$ cat config.mk
export PLATFORM = sky130hd
export DESIGN_NAME = product_to_7seg
export DESIGN_NICKNAME = d
export VERILOG_FILES = /design/src/rtl/prod7seg_pkg.sv /design/src/rtl/bcd_to_seg7.sv /design/src/rtl/product_to_7seg.sv
export SDC_FILE = /design/constraint.sdc
export NUM_CORES = 1
export LEC_CHECK = 0
export ABC_AREA = 1
export BUFFER_PORTS_ARGS = -buffer_cell sky130_fd_sc_hd__buf_2
export CAP_MARGIN = 10
export CORE_MARGIN = 2
export CORE_UTILIZATION = 40
export CTS_BUF_LIST = sky130_fd_sc_hd__clkbuf_16
export CTS_CLUSTER_DIAMETER = 60
export DETAILED_ROUTE_END_ITERATION = 6
export PLACE_DENSITY_LB_ADDON = 0.1
export SLEW_MARGIN = 20
export SYNTH_ARGS = -nofsm -noshare
export SYNTH_HDL_FRONTEND = slang
export SYNTH_SLANG_ARGS = --single-unit
$ cat constraint.sdc
create_clock -name clk -period 1.49 [get_ports clk]
set_input_delay 0.0745 -clock clk [delete_from_list [all_inputs] [get_ports clk]]
set_output_delay 0.0745 -clock clk [all_outputs]
set_load 0.1 [all_outputs]
$ cat src/rtl/prod7seg_pkg.sv
// -----------------------------------------------------------------------------
// prod7seg_pkg
// Shared definitions for the product-to-7-segment converter:
//   - segment codes (bit order a..g, MSB = a) for digits 0..9, blank and dash
//   - the converter FSM state encoding
//   - BCD width and overflow limit for the default four-digit display
// -----------------------------------------------------------------------------
package prod7seg_pkg;

  localparam int DIGITS_DEF = 4;
  localparam int BCD_W      = 4 * DIGITS_DEF;
  localparam int OVF_LIMIT  = 9999;

  localparam logic [6:0] SEG_0     = 7'b1111110;
  localparam logic [6:0] SEG_1     = 7'b0110000;
  localparam logic [6:0] SEG_2     = 7'b1101101;
  localparam logic [6:0] SEG_3     = 7'b1111001;
  localparam logic [6:0] SEG_4     = 7'b0110011;
  localparam logic [6:0] SEG_5     = 7'b1011011;
  localparam logic [6:0] SEG_6     = 7'b1011111;
  localparam logic [6:0] SEG_7     = 7'b1110000;
  localparam logic [6:0] SEG_8     = 7'b1111111;
  localparam logic [6:0] SEG_9     = 7'b1111011;
  localparam logic [6:0] SEG_BLANK = 7'b0000000;
  localparam logic [6:0] SEG_DASH  = 7'b0000001;

  typedef enum logic [1:0] {
    IDLE = 2'd0,
    CONV = 2'd1,
    ENC  = 2'd2,
    DONE = 2'd3
  } state_e;

endpackage

$ cat src/rtl/bcd_to_seg7.sv
// -----------------------------------------------------------------------------
// bcd_to_seg7
// Purely combinational BCD digit to 7-segment encoder.
//   bcd   in  4  BCD digit 0..9
//   blank in  1  1 = drive all segments off regardless of bcd
//   seg   out 7  segment code, a..g with a in the MSB
// Non-decimal nibbles (10..15) cannot occur in a converted value; they show a
// dash so a corrupted digit is visible rather than silently plausible.
// -----------------------------------------------------------------------------
module bcd_to_seg7
  import prod7seg_pkg::*;
(
  input  logic [3:0] bcd,
  input  logic       blank,
  output logic [6:0] seg
);

  always_comb begin
    if (blank) begin
      seg = SEG_BLANK;
    end else begin
      case (bcd)
        4'd0:    seg = SEG_0;
        4'd1:    seg = SEG_1;
        4'd2:    seg = SEG_2;
        4'd3:    seg = SEG_3;
        4'd4:    seg = SEG_4;
        4'd5:    seg = SEG_5;
        4'd6:    seg = SEG_6;
        4'd7:    seg = SEG_7;
        4'd8:    seg = SEG_8;
        4'd9:    seg = SEG_9;
        default: seg = SEG_DASH;
      endcase
    end
  end

endmodule

$ cat src/rtl/product_to_7seg.sv
// -----------------------------------------------------------------------------
// product_to_7seg
// Converts a signed W-bit product into a sign bit plus DIGITS 7-segment decimal
// digits. The magnitude is converted with one double-dabble (add-3 / shift)
// iteration per clock, then the digits are encoded and presented on a
// valid/ready output port.
//   clk        in   1           rising-edge clock
//   rst_n      in   1           asynchronous active-low reset
//   in_valid   in   1           in_product is valid
//   in_ready   out  1           block is idle and accepts a product
//   in_product in   W           two's-complement product
//   out_valid  out  1           out_seg / out_ovf hold a fresh result
//   out_ready  in   1           consumer takes the result
//   out_seg    out  1+7*DIGITS  {sign, d[DIGITS-1], ..., d0}, each a..g
//   out_ovf    out  1           magnitude exceeds 9999 (digits show dashes)
// The displayed value persists after the handshake until the next result.
// -----------------------------------------------------------------------------
module product_to_7seg
  import prod7seg_pkg::*;
#(
  parameter int W          = 15,
  parameter int DIGITS     = DIGITS_DEF,
  parameter bit BLANK_LEAD = 1'b1
) (
  input  logic                  clk,
  input  logic                  rst_n,
  input  logic                  in_valid,
  output logic                  in_ready,
  input  logic [W-1:0]          in_product,
  output logic                  out_valid,
  input  logic                  out_ready,
  output logic [7*DIGITS:0]     out_seg,
  output logic                  out_ovf
);

  localparam int            BW    = 4 * DIGITS;
  localparam int            CNT_W = $clog2(W + 1);
  localparam logic [W-1:0]  LIMIT = W'(OVF_LIMIT);

  state_e                state_q, state_d;
  logic                  sign_q, sign_d;
  logic [W-1:0]          mag_q, mag_d;
  logic                  ovf_q, ovf_d;
  logic [BW-1:0]         bcd_q, bcd_d;
  logic [CNT_W-1:0]      cnt_q, cnt_d;
  logic [7*DIGITS:0]     out_seg_q, out_seg_d;
  logic                  out_ovf_q, out_ovf_d;
  logic                  out_valid_q, out_valid_d;

  logic [W-1:0]          in_mag;
  logic [BW-1:0]         bcd_adj;
  logic [DIGITS-1:0]     blank;
  logic [7*DIGITS-1:0]   digit_seg;

  // Negating the most negative value wraps to itself, which read as unsigned
  // is exactly its magnitude (-16384 -> 16384 for W=15).
  assign in_mag = in_product[W-1] ? -in_product : in_product;

  // Add-3 correction of every nibble that would exceed 9 after the shift.
  always_comb begin
    bcd_adj = bcd_q;
    for (int i = 0; i < DIGITS; i++) begin
      if (bcd_q[4*i +: 4] >= 4'd5) begin
        bcd_adj[4*i +: 4] = bcd_q[4*i +: 4] + 4'd3;
      end
    end
  end

  // Leading-zero blanking: a digit is blank when it and every digit above it
  // are zero. The units digit is never blanked, so zero shows as "0".
  always_comb begin
    logic upper_zero;
    upper_zero = 1'b1;
    blank      = '0;
    for (int i = DIGITS - 1; i >= 1; i--) begin
      upper_zero = upper_zero && (bcd_q[4*i +: 4] == 4'd0);
      blank[i]   = BLANK_LEAD && upper_zero;
    end
  end

  for (genvar g = 0; g < DIGITS; g++) begin : g_digit
    bcd_to_seg7 u_enc (
      .bcd   (bcd_q[4*g +: 4]),
      .blank (blank[g]),
      .seg   (digit_seg[7*g +: 7])
    );
  end

  // NOTE: every *_d is given its hold value before the case statement, so no
  // path through the block leaves a signal unassigned and no latch is inferred.
  always_comb begin
    state_d     = state_q;
    sign_d      = sign_q;
    mag_d       = mag_q;
    ovf_d       = ovf_q;
    bcd_d       = bcd_q;
    cnt_d       = cnt_q;
    out_seg_d   = out_seg_q;
    out_ovf_d   = out_ovf_q;
    out_valid_d = out_valid_q;

    case (state_q)
      IDLE: begin
        if (in_valid) begin
          sign_d  = in_product[W-1];
          mag_d   = in_mag;
          ovf_d   = (in_mag > LIMIT);
          bcd_d   = '0;
          cnt_d   = CNT_W'(W);
          state_d = CONV;
        end
      end

      CONV: begin
        bcd_d = {bcd_adj[BW-2:0], mag_q[W-1]};
        mag_d = {mag_q[W-2:0], 1'b0};
        cnt_d = cnt_q - CNT_W'(1);
        // A digit carried out of the BCD window can only mean overflow; keep
        // the flag sticky on it rather than silently dropping the bit.
        ovf_d = ovf_q | bcd_adj[BW-1];
        if (cnt_q == CNT_W'(1)) begin
          state_d = ENC;
        end
      end

      ENC: begin
        out_seg_d   = ovf_q ? {sign_q, {DIGITS{SEG_DASH}}} : {sign_q, digit_seg};
        out_ovf_d   = ovf_q;
        out_valid_d = 1'b1;
        state_d     = DONE;
      end

      DONE: begin
        if (out_ready) begin
          out_valid_d = 1'b0;
          state_d     = IDLE;
        end
      end

      default: state_d = IDLE;
    endcase
  end

  // NOTE: state is updated with non-blocking assignments so every flop samples
  // the pre-edge values of the others, independent of statement order.
  always_ff @(posedge clk or negedge rst_n) begin
    if (!rst_n) begin
      state_q     <= IDLE;
      sign_q      <= 1'b0;
      mag_q       <= '0;
      ovf_q       <= 1'b0;
      bcd_q       <= '0;
      cnt_q       <= '0;
      out_seg_q   <= '0;
      out_ovf_q   <= 1'b0;
      out_valid_q <= 1'b0;
    end else begin
      state_q     <= state_d;
      sign_q      <= sign_d;
      mag_q       <= mag_d;
      ovf_q       <= ovf_d;
      bcd_q       <= bcd_d;
      cnt_q       <= cnt_d;
      out_seg_q   <= out_seg_d;
      out_ovf_q   <= out_ovf_d;
      out_valid_q <= out_valid_d;
    end
  end

  assign in_ready  = (state_q == IDLE);
  assign out_valid = out_valid_q;
  assign out_seg   = out_seg_q;
  assign out_ovf   = out_ovf_q;

endmodule

==> results.json, run 1 <==
{
  "power_density_nw_per_um2": 2232,
  "worstSetupStartpointType": "register",
  "comb_power_share_pct": 59.9,
  "post_drt_wl_per_cell_um": 13.43,
  "dr.pass1.iters": 4,
  "ant_nets": 0,
  "grt_usage_pct": 18.48,
  "top_level_ports": 51,
  "io_buffers": 50,
  "syn-instance-count": 531,
  "synth_warnings": 0,
  "grt_util_met2_pct": 29.16,
  "syn_avg_cell_area_um2": 7.960,
  "synth_flop_cell": "dfrtp_1",
  "crit_arrival_ns": 1.72,
  "ys_seq_elements": 70,
  "synth_commonest_cells": "99 x nand2_1, 70 x dfrtp_1, 64 x o21ai_0",
  "antenna_found_initial": 0,
  "internal_power_uw": 6070,
  "peakVddDrop_v": 0.001494,
  "synth-async-reset-ratio_pct": 100.0,
  "cts_tree": "yes",
  "drc": 0,
  "fmax_ghz": 0.6605,
  "p_seq_share_pct": 24.6,
  "grt_pass1_vias": 3553,
  "die_w_um": 106.8,
  "yosys.cell_count.top_type": "nand2_1",
  "finalHoldViolations": 0,
  "switchingPower_uw": 6361,
  "htree_levels": 3,
  "hp-class": "in -> reg",
  "area_delta_synth_final_pct": 31.76,
  "status": "complete, but fails checks",
  "synth.net_count": 581,
  "initial_core_util_pct": 41.12,
  "coreArea_um2": 10280,
  "skew_ns": 0.007502,
  "finalNetCount": 683,
  "vias_per_cell": 4.881,
  "grt_max_degree": 31,
  "cts_sinks": 70,
  "period_needed_ns": 1.514,
  "cp_max_fo": 6,
  "die_h_um": 106.8,
  "synth-edff-count": 0,
  "slew_violations": 0,
  "numCtsBuffers": 9,
  "fillers": 1002,
  "cap_violations": 0,
  "use_met1_pct": 26.57,
  "clockRootBuffer": "clkbuf_16",
  "switching_share_pct": 51.17,
  "yosys.area.top_type": "dfrtp_1",
  "failed_checks": "setup timing",
  "worstMarginPinSlew_ns": 0.5600,
  "diodes": 0,
  "final_area_um2": 5569,
  "use_met3_pct": 2.553,
  "overflow": 0,
  "crit_type": "reg -> reg",
  "core.rowCount": 37,
  "path_clk_slew_ns": 0.06,
  "place_congestion": 0.8641,
  "fin_ws_ns": -0.02401,
  "leakage_uw": 0.002808,
  "synth_top_area_share_pct": 41.44,
  "finalWirelength_um": 10390,
  "relSlewSlack_pct": 62.66,
  "hpwl_um": 7531,
  "period_share_pct": 101.6,
  "crit_path_end_kind": "register",
  "whs_ns": 0.06883,
  "num_vias": 3778,
  "synth_area_leaders": "dfrtp_1 41%, ha_1 9.2%, nand2_1 8.8%",
  "grt_pass1_wl_um": 17020,
  "grt.busiest_layer": "met2",
  "synth_cell_types": 43,
  "cts_buffer_depth": 2,
  "drive_above_1_share_pct": 33.23,
  "power_frac_clock_pct": 15.5,
  "drt-initial-drc-count": 143,
  "synth_area_um2": 4227,
  "place_area_um2": 4967,
  "synth-seq-area-share_pct": 41.44,
  "clk_latency_ns": 0.32,
  "setup_violations": 5,
  "die_area_um2": 11400,
  "worstPathRequired_ns": 1.70,
  "rsz0062_at_grt": "true"
}
registers in the layout, summed over array words and instances, names as in the netlist:
| signal | cells |
|---|---|
| bcd_q | 16 |
| cnt_q | 4 |
| mag_q | 15 |
| out_ovf | 1 |
| out_seg | 29 |
| out_valid | 1 |
| ovf_q | 1 |
| sign_q | 1 |
| state_q | 2 |
placed cells by master (no fill, tap or decap), drive strengths merged, types with 3 or more instances in the layout:
cell type / synthesis / final
o21ai: 67 / 67
ha: 31 / 31
xor2: 4 / 4
clkinv: 1 / 6
nor2: 59 / 59
clkbuf: 6 / 9
inv: 67 / 68
nand2: 111 / 111
a21oi: 38 / 38
o22ai: 7 / 7
a31oi: 3 / 3
nand3: 32 / 32
a32o: 5 / 5
dfrtp: 70 / 70
buf: 9 / 104
nor3: 4 / 4
layer usage:
metal / wire, um / vias up
met2: 4804 / 53
li1: - / 1968
met3: 266 / 10
met4: 104 / 0
met5: 0 / -
met1: 5219 / 1747
path summary, 6_finish.rpt:
check,start,endpoint,slack (ns),depth (start not counted)
min in group asynchronous,rst_n,out_seg[7]$_DFFE_PN0P_,0.27,2
worst max register to register,state_q[0]$_DFFE_PN0P_,cnt_q[3]$_DFFE_PN0P_,-0.02,9
max in group asynchronous,rst_n,mag_q[2]$_DFFE_PN0P_,0.64,3
worst max-delay path,state_q[0]$_DFFE_PN0P_,cnt_q[3]$_DFFE_PN0P_,-0.02,9
worst min-delay path,out_ready,out_valid$_DFFE_PN0P_,0.07,4
worst min register to register,out_seg[26]$_DFFE_PN0P_,out_seg[26]$_DFFE_PN0P_,0.48,2
critical path, stage by stage, from the launching register on:
cell and delay [ns]:
dfrtp_1 0.40, buf_6 0.12, ha_4 0.16, inv_4 0.05, o21ai_4 0.16, buf_12 0.15
nand2_4 0.06, nor3_4 0.12, or2_4 0.14, nand3_2 0.04
what timing repair did:
item / 4_1_cts / 5_1_grt
pin swaps: 2 / 7
cloned: 1 / 1
gates resized for setup: 13 / 69
setup endpoints to repair: 13 / 49
hold buffers: 1 / 0
buffers inserted: 5 / 5
endpoints found under the hold margin: 19 / 0
power by group through the flow:
stage / clock network [uW] / registers (uW) / logic (uW)
floorplan: 0 / 4910 / 3100
global placement: 0 / 3030 / 6610
detailed placement: 0 / 3050 / 6680
CTS: 1960 / 3020 / 7010
global route: 2060 / 3150 / 8080
finish: 1930 / 3050 / 7450
stage by stage:
step	instances	total power (uW)	setup TNS, ns	setup slack [ns]	utilization, %
after floorplan	531	8008	-0.5279	-0.07324	-
after global placement	745	9646	-0.02420	-0.02420	48.33
after detailed placement	745	9731	-0.2092	-0.09815	48.33
after CTS	768	11990	-0.003643	-0.002797	52.01
after global routing	774	13290	-1.333	-0.08556	54.19
final	774	12430	-0.05994	-0.02401	54.19
kinds of logic (layout without fill, tap and decap cells):
group           after synthesis  count (layout)  share of synthesized area, %
compound gates              131             131                         17.56
xor+xnor                      5               5                         1.036
fa+ha+maj                    31              31                         9.177
buf+inv                      83             190                         8.111
flops                        70              70                         41.44
simple gates                211             211                         22.68
final cells by class:
cell class / count / area [um2] / share of cell area, %
clock buffer: 9 / 225.2 / 4.044
multi-input combinational: 378 / 2372 / 42.60
inverter: 68 / 264.0 / 4.741
sequential: 70 / 1752 / 31.45
tap: 136 / 170.2 / 3.055
timing repair inverter: 1 / 3.754 / 0.06740
timing repair buffer: 105 / 740.7 / 13.30
clock inverter: 7 / 41.29 / 0.7414
(Power assumes the default switching activity.)
==> inputs of run 2 (changes only) <==
Settings changed: SETUP_SLACK_MARGIN set to 0.2.
==> results.json, run 2 (synthesis results as in run 1) <==
{
  "top_level_ports": 51,
  "grt_max_degree": 71,
  "die_w_um": 106.8,
  "dr.pass1.iters": 4,
  "failed_checks": "setup timing",
  "hpwl_um": 7492,
  "crit_path_end_kind": "output pin",
  "drive_above_1_share_pct": 40.12,
  "fin_ws_ns": -0.07635,
  "fmax_ghz": 0.6384,
  "r2r-end": "mag_q[14]$_DFFE_PN0P_",
  "rsz0062_at_grt": "true",
  "setup_violations": 17,
  "peakVddDrop_v": 0.001684,
  "grt_pass1_vias": 3794,
  "worstPathRequired_ns": 1.42,
  "grt_pass1_wl_um": 17950,
  "final_area_um2": 6012,
  "initial_core_util_pct": 41.12,
  "post_drt_wl_per_cell_um": 13.72,
  "die_area_um2": 11400,
  "tns_ns": -0.5001,
  "leakage_uw": 0.002979,
  "cts_sinks": 70,
  "multi_input_area_um2": 2565,
  "core.rowCount": 37,
  "numCtsBuffers": 9,
  "worstSetupStartpointType": "register",
  "finalNetCount": 703,
  "crit_top_cell": "buf_12",
  "worstReg2RegStart": "state_q[1]$_DFFE_PN0P_",
  "grt_usage_pct": 19.80,
  "die_h_um": 106.8,
  "period_needed_ns": 1.566,
  "antenna_found_initial": 0,
  "seq_area_um2": 1753,
  "crit_path_top_delay_cell": "dfrtp_1",
  "drc": 0,
  "hp-start": "out_ready",
  "drt-initial-drc-count": 160,
  "ff2ff_setup_slack_ns": -0.07,
  "diodes": 0,
  "holdPathStages": 4,
  "worstMarginPinSlew_ns": 0.4862,
  "num_vias": 3926,
  "place_congestion": 0.8397,
  "finalWirelength_um": 10890,
  "slew_violations": 0,
  "io_buffers": 50,
  "power_density_nw_per_um2": 2280,
  "status": "complete, but fails checks",
  "place_area_um2": 5034,
  "htree_levels": 3,
  "overflow": 0,
  "final_cell_mix": "92 x nand2_1, 69 x dfrtp_1, 49 x buf_2, 49 x buf_4, 45 x nor2_1",
  "clk_latency_ns": 0.34,
  "area_delta_synth_final_pct": 42.24,
  "fillers": 943,
  "cap_violations": 0,
  "finalNonFillerCells": 794,
  "cts_buffer_depth": 2,
  "largest_reg_flops": 29,
  "final_common_cell": "nand2_1",
  "vias_per_cell": 4.945,
  "skew_ns": 0.005402,
  "clockRootBuffer": "clkbuf_16",
  "period_share_pct": 105.1,
  "hp-class": "in -> reg",
  "cp_max_fo": 4,
  "coreArea_um2": 10280,
  "finalPower_uw": 13710,
  "r2r_cells": 10,
  "crit_type": "reg -> out",
  "cts_tree": "yes",
  "path_clk_slew_ns": 0.05,
  "relSlewSlack_pct": 67.81,
  "placed_cells": 749,
  "whs_endpoint": "out_valid$_DFFE_PN0P_",
  "finalHoldViolations": 0,
  "ant_nets": 0,
  "crit_arrival_ns": 1.49,
  "slowest_delay_ns": 0.40,
  "cp_cell_sequence": "inv_2 > buf_12 > ha_4 > buf_4 > buf_6 > buf_12"
}
[run 2: where the power goes]
part,switching (uW),internal [uW]
clock,793,1270
combinational,5590,2990
sequential,455,2610
total,6840,6870
[run 2: worst max-delay path by stage]
stage,startpoint,endpoint,cells after the start
2_1_floorplan,state_q[1]$_DFFE_PN0P_,cnt_q[3]$_DFFE_PN0P_,8
3_3_place_gp,state_q[0]$_DFFE_PN0P_,out_seg[8]$_DFFE_PN0P_,8
3_5_place_dp,state_q[1]$_DFFE_PN0P_,bcd_q[12]$_DFFE_PN0P_,6
4_1_cts,state_q[1]$_DFFE_PN0P_,cnt_q[3]$_DFFE_PN0P_,9
5_1_grt,state_q[1]$_DFFE_PN0P_,cnt_q[3]$_DFFE_PN0P_,10
6_report,state_q[1]$_DFFE_PN0P_,in_ready,6
[run 2: area by class of cell]
class / count / share of cell area (%)
timing repair buffer: 125 / 16.02
tap: 136 / 2.830
inverter: 68 / 4.599
clock inverter: 7 / 0.9157
clock buffer: 9 / 3.746
timing repair inverter: 1 / 0.06243
sequential: 70 / 29.16
multi-input combinational: 378 / 42.66
[run 2: metrics by stage]
stage / setup WS, ns / util [%] / hold slack, ns
2_1_floorplan: -0.07324 / - / -0.2211
3_3_place_gp: -0.07837 / 48.98 / 0.1325
3_5_place_dp: -0.1513 / 48.98 / 0.1314
4_1_cts: -0.03946 / 54.99 / 0.01683
5_1_grt: -0.1403 / 58.50 / 0.06570
6_report: -0.07635 / 58.50 / 0.04017
[run 2: what timing repair did]
action                                  in CTS  in global routing
setup buffers                               13                 13
hold endpoints to repair                    70                  0
gates cloned                                 2                  0
hold buffers                                 1                  0
endpoints found under the setup margin      70                 70
gates resized for setup                     75                 75
pin swaps                                   18                 21
[run 2: worst max-delay path, delay by kind of cell (launching register included)]
| family | cells | cell delay, ns |
|---|---|---|
| buf+inv | 5 | 0.58 |
| flops | 1 | 0.40 |
| fa+ha+maj | 1 | 0.17 |
[run 2: routing by layer]
layer  vias to the layer above  track usage, %  part of all wire, %
li1                       2002               -                    -
met1                      1847           27.09                   48
met2                        62           31.48                   48
met3                        15           2.796                  2.8
met4                         0           8.349                  1.8
met5                         -               0                    0
==> inputs of run 3 (changes only) <==
Settings changed: SYNTH_HIERARCHICAL set to 1.
==> results.json, run 3 <==
{
  "status": "complete, but fails checks",
  "failed_checks": "setup timing",
  "finalNetCount": 760,
  "io_buffers": 50,
  "finalPower_uw": 16830,
  "drt-initial-drc-count": 172,
  "largest_reg_flops": 29,
  "fmax_ghz": 0.6294,
  "top_level_ports": 51,
  "period_needed_ns": 1.589,
  "die_h_um": 110.0,
  "syn_avg_cell_area_um2": 7.973,
  "core.rowCount": 38,
  "worstSetupStartpointType": "register",
  "synth_warnings": 6,
  "syn-instance-count": 564,
  "peakVddDrop_v": 0.001438,
  "crit_path_top_delay_cell": "dfrtp_2",
  "finalHoldViolations": 0,
  "ff2ff_setup_slack_ns": -0.1,
  "numCtsBuffers": 9,
  "synth_flop_cell": "dfrtp_1",
  "vias_per_cell": 4.949,
  "skew_ns": 0.005692,
  "coreArea_um2": 10890,
  "path_clk_slew_ns": 0.06,
  "slowest_delay_ns": 0.40,
  "finalNonFillerCells": 848,
  "place_congestion": 0.8298,
  "cts_buffer_depth": 2,
  "area_delta_synth_final_pct": 51.81,
  "yosys.area.top_type": "dfrtp_1",
  "cp_cell_sequence": "buf_4 > inv_2 > ha_1 > nand2_1 > clkinv_1 > nor2_2 > nor2_4 > a22o_1",
  "grt_pass1_wl_um": 18770,
  "synth-async-reset-ratio_pct": 100.0,
  "initial_core_util_pct": 41.30,
  "overflow": 0,
  "hpwl_um": 7522,
  "synth_commonest_cells": "101 x nand2_1, 79 x inv_1, 79 x nor2_1",
  "diodes": 0,
  "final_cell_mix": "79 x nand2_1, 67 x dfrtp_1, 61 x nor2_1",
  "clockRootBuffer": "clkbuf_16",
  "slew_violations": 0,
  "yosys.cell_count.top_type": "nand2_1",
  "setup_violations": 24,
  "synth_area_um2": 4497,
  "final_area_um2": 6827,
  "drive_above_1_share_pct": 43.08,
  "post_drt_wl_per_cell_um": 13.57,
  "cts_tree": "yes",
  "fin_ws_ns": -0.09893,
  "placed_cells": 792,
  "period_share_pct": 106.6,
  "hp-class": "in -> reg",
  "place_area_um2": 5394,
  "cap_violations": 0,
  "ys_seq_elements": 70,
  "cts_sinks": 70,
  "synth-edff-count": 0,
  "die_area_um2": 12110,
  "antenna_found_initial": 0,
  "synth_cell_types": 44,
  "worstPathRequired_ns": 1.72,
  "multi_input_area_um2": 2925,
  "seq_area_um2": 1755,
  "htree_levels": 3,
  "ant_nets": 0,
  "clk_latency_ns": 0.34,
  "leakage_uw": 0.003395,
  "synth_top_area_share_pct": 38.95,
  "finalWirelength_um": 11510,
  "final_common_cell": "nand2_1",
  "crit_type": "reg -> reg",
  "drc": 0,
  "grt_pass1_vias": 3976,
  "grt_usage_pct": 19.96,
  "crit_path_end_kind": "register",
  "power_density_nw_per_um2": 2466,
  "cp_max_fo": 7,
  "synth-seq-area-share_pct": 38.95,
  "fillers": 926,
  "grt_max_degree": 71,
  "dr.pass1.iters": 4,
  "synth_area_leaders": "dfrtp_1 39%, ha_1 10%, nand2_1 8.4%",
  "die_w_um": 110.0,
  "crit_arrival_ns": 1.82,
  "rsz0062_at_grt": "true",
  "num_vias": 4197
}
-- run 3: cell count changes in the layout (fill, tap and decap cells not counted), moves of 7 or more --
cell     delta
o21ai_1    -17
ha_1       +10
nor2_4     +11
a22o_1     +23
nand2_1    -13
inv_1      +18
nand3_1    -10
nor2_1     +16
nand2_4     +7
a21oi_1    -19
-- run 3: cell type report --
class | instances | share of cell area [%]
Multi-Input combinational cell | 392 | 42.85
Sequential cell | 70 | 25.71
Timing Repair Buffer | 142 | 17.85
Inverter | 86 | 5.352
Clock buffer | 9 | 3.299
Tap cell | 140 | 2.566
Clock inverter | 6 | 1.869
Timing Repair inverter | 3 | 0.4949
-- run 3: logic make-up (layout without fill, tap and decap cells) --
kind of cell    count (synthesis)  in the layout  share of synthesized area (%)
simple gates                  223            223                          21.45
fa+ha+maj                      37             37                          10.29
xor+xnor                        7              7                          1.363
buf+inv                       103            246                          9.766
other cells                     1              2                        0.08339
flops                          70             70                          38.95
compound gates                123            123                          18.09
-- run 3: power breakdown --
part           internal, uW  total, uW  switching, uW
Clock                  1780       2600            812
Sequential             2640       3180            543
Combinational          4270      11100           6780
-- run 3: routing by layer --
layer	share of wire, %	up-vias	GRT usage (%)	wire length [um]
li1	-	2121	-	-
met5	0	-	0	0
met4	1.8	0	7.957	212
met1	45	2011	25.56	5174
met2	51	51	33.83	5842
met3	2.4	14	2.881	278
-- run 3: per-stage QoR --
step                      utilization [%]  setup TNS (ns)  hold slack, ns  setup slack, ns
final                               62.70         -0.7396         0.03534         -0.09893
after global routing                62.70          -4.499         0.05805          -0.1916
after CTS                           58.49         -0.2471        0.009923         -0.03822
after detailed placement            49.54          -1.552          0.1363          -0.1580
after global placement              49.54         -0.7108          0.1345          -0.1089
after floorplan                         -          -2.371         -0.2211          -0.1499
-- run 3: worst max-delay path, delay by kind of cell, from the launching register on --
family,cells,cell delay [ns]
AO/OA/AOI/OAI,1,0.20
adder cells (fa/ha/maj),1,0.23
buffers and inverters,3,0.34
flip-flops,1,0.40
AND/OR/NAND/NOR,3,0.31
-- run 3: repair_timing --
item | in CTS | in global routing
endpoints found under the hold margin | 70 | 0
buffers inserted | 19 | 15
gates cloned | 6 | 0
hold buffers | 1 | 0
pin swaps | 34 | 34
setup endpoints to repair | 68 | 70
resized for setup | 110 | 87
-- run 3: final timing paths --
path                       cells past startpoint                  start                       to
max                                            8  bcd_q[12]$_DFFE_PN0P_  out_seg[24]$_DFFE_PN0P_
min                                            3              out_ready    out_valid$_DFFE_PN0P_
max reg2reg                                    8  bcd_q[12]$_DFFE_PN0P_  out_seg[24]$_DFFE_PN0P_
min reg2reg                                    2   mag_q[0]$_DFFE_PN0P_     mag_q[0]$_DFFE_PN0P_
max in group asynchronous                      3                  rst_n    bcd_q[12]$_DFFE_PN0P_
min in group asynchronous                      3                  rst_n   out_seg[3]$_DFFE_PN0P_
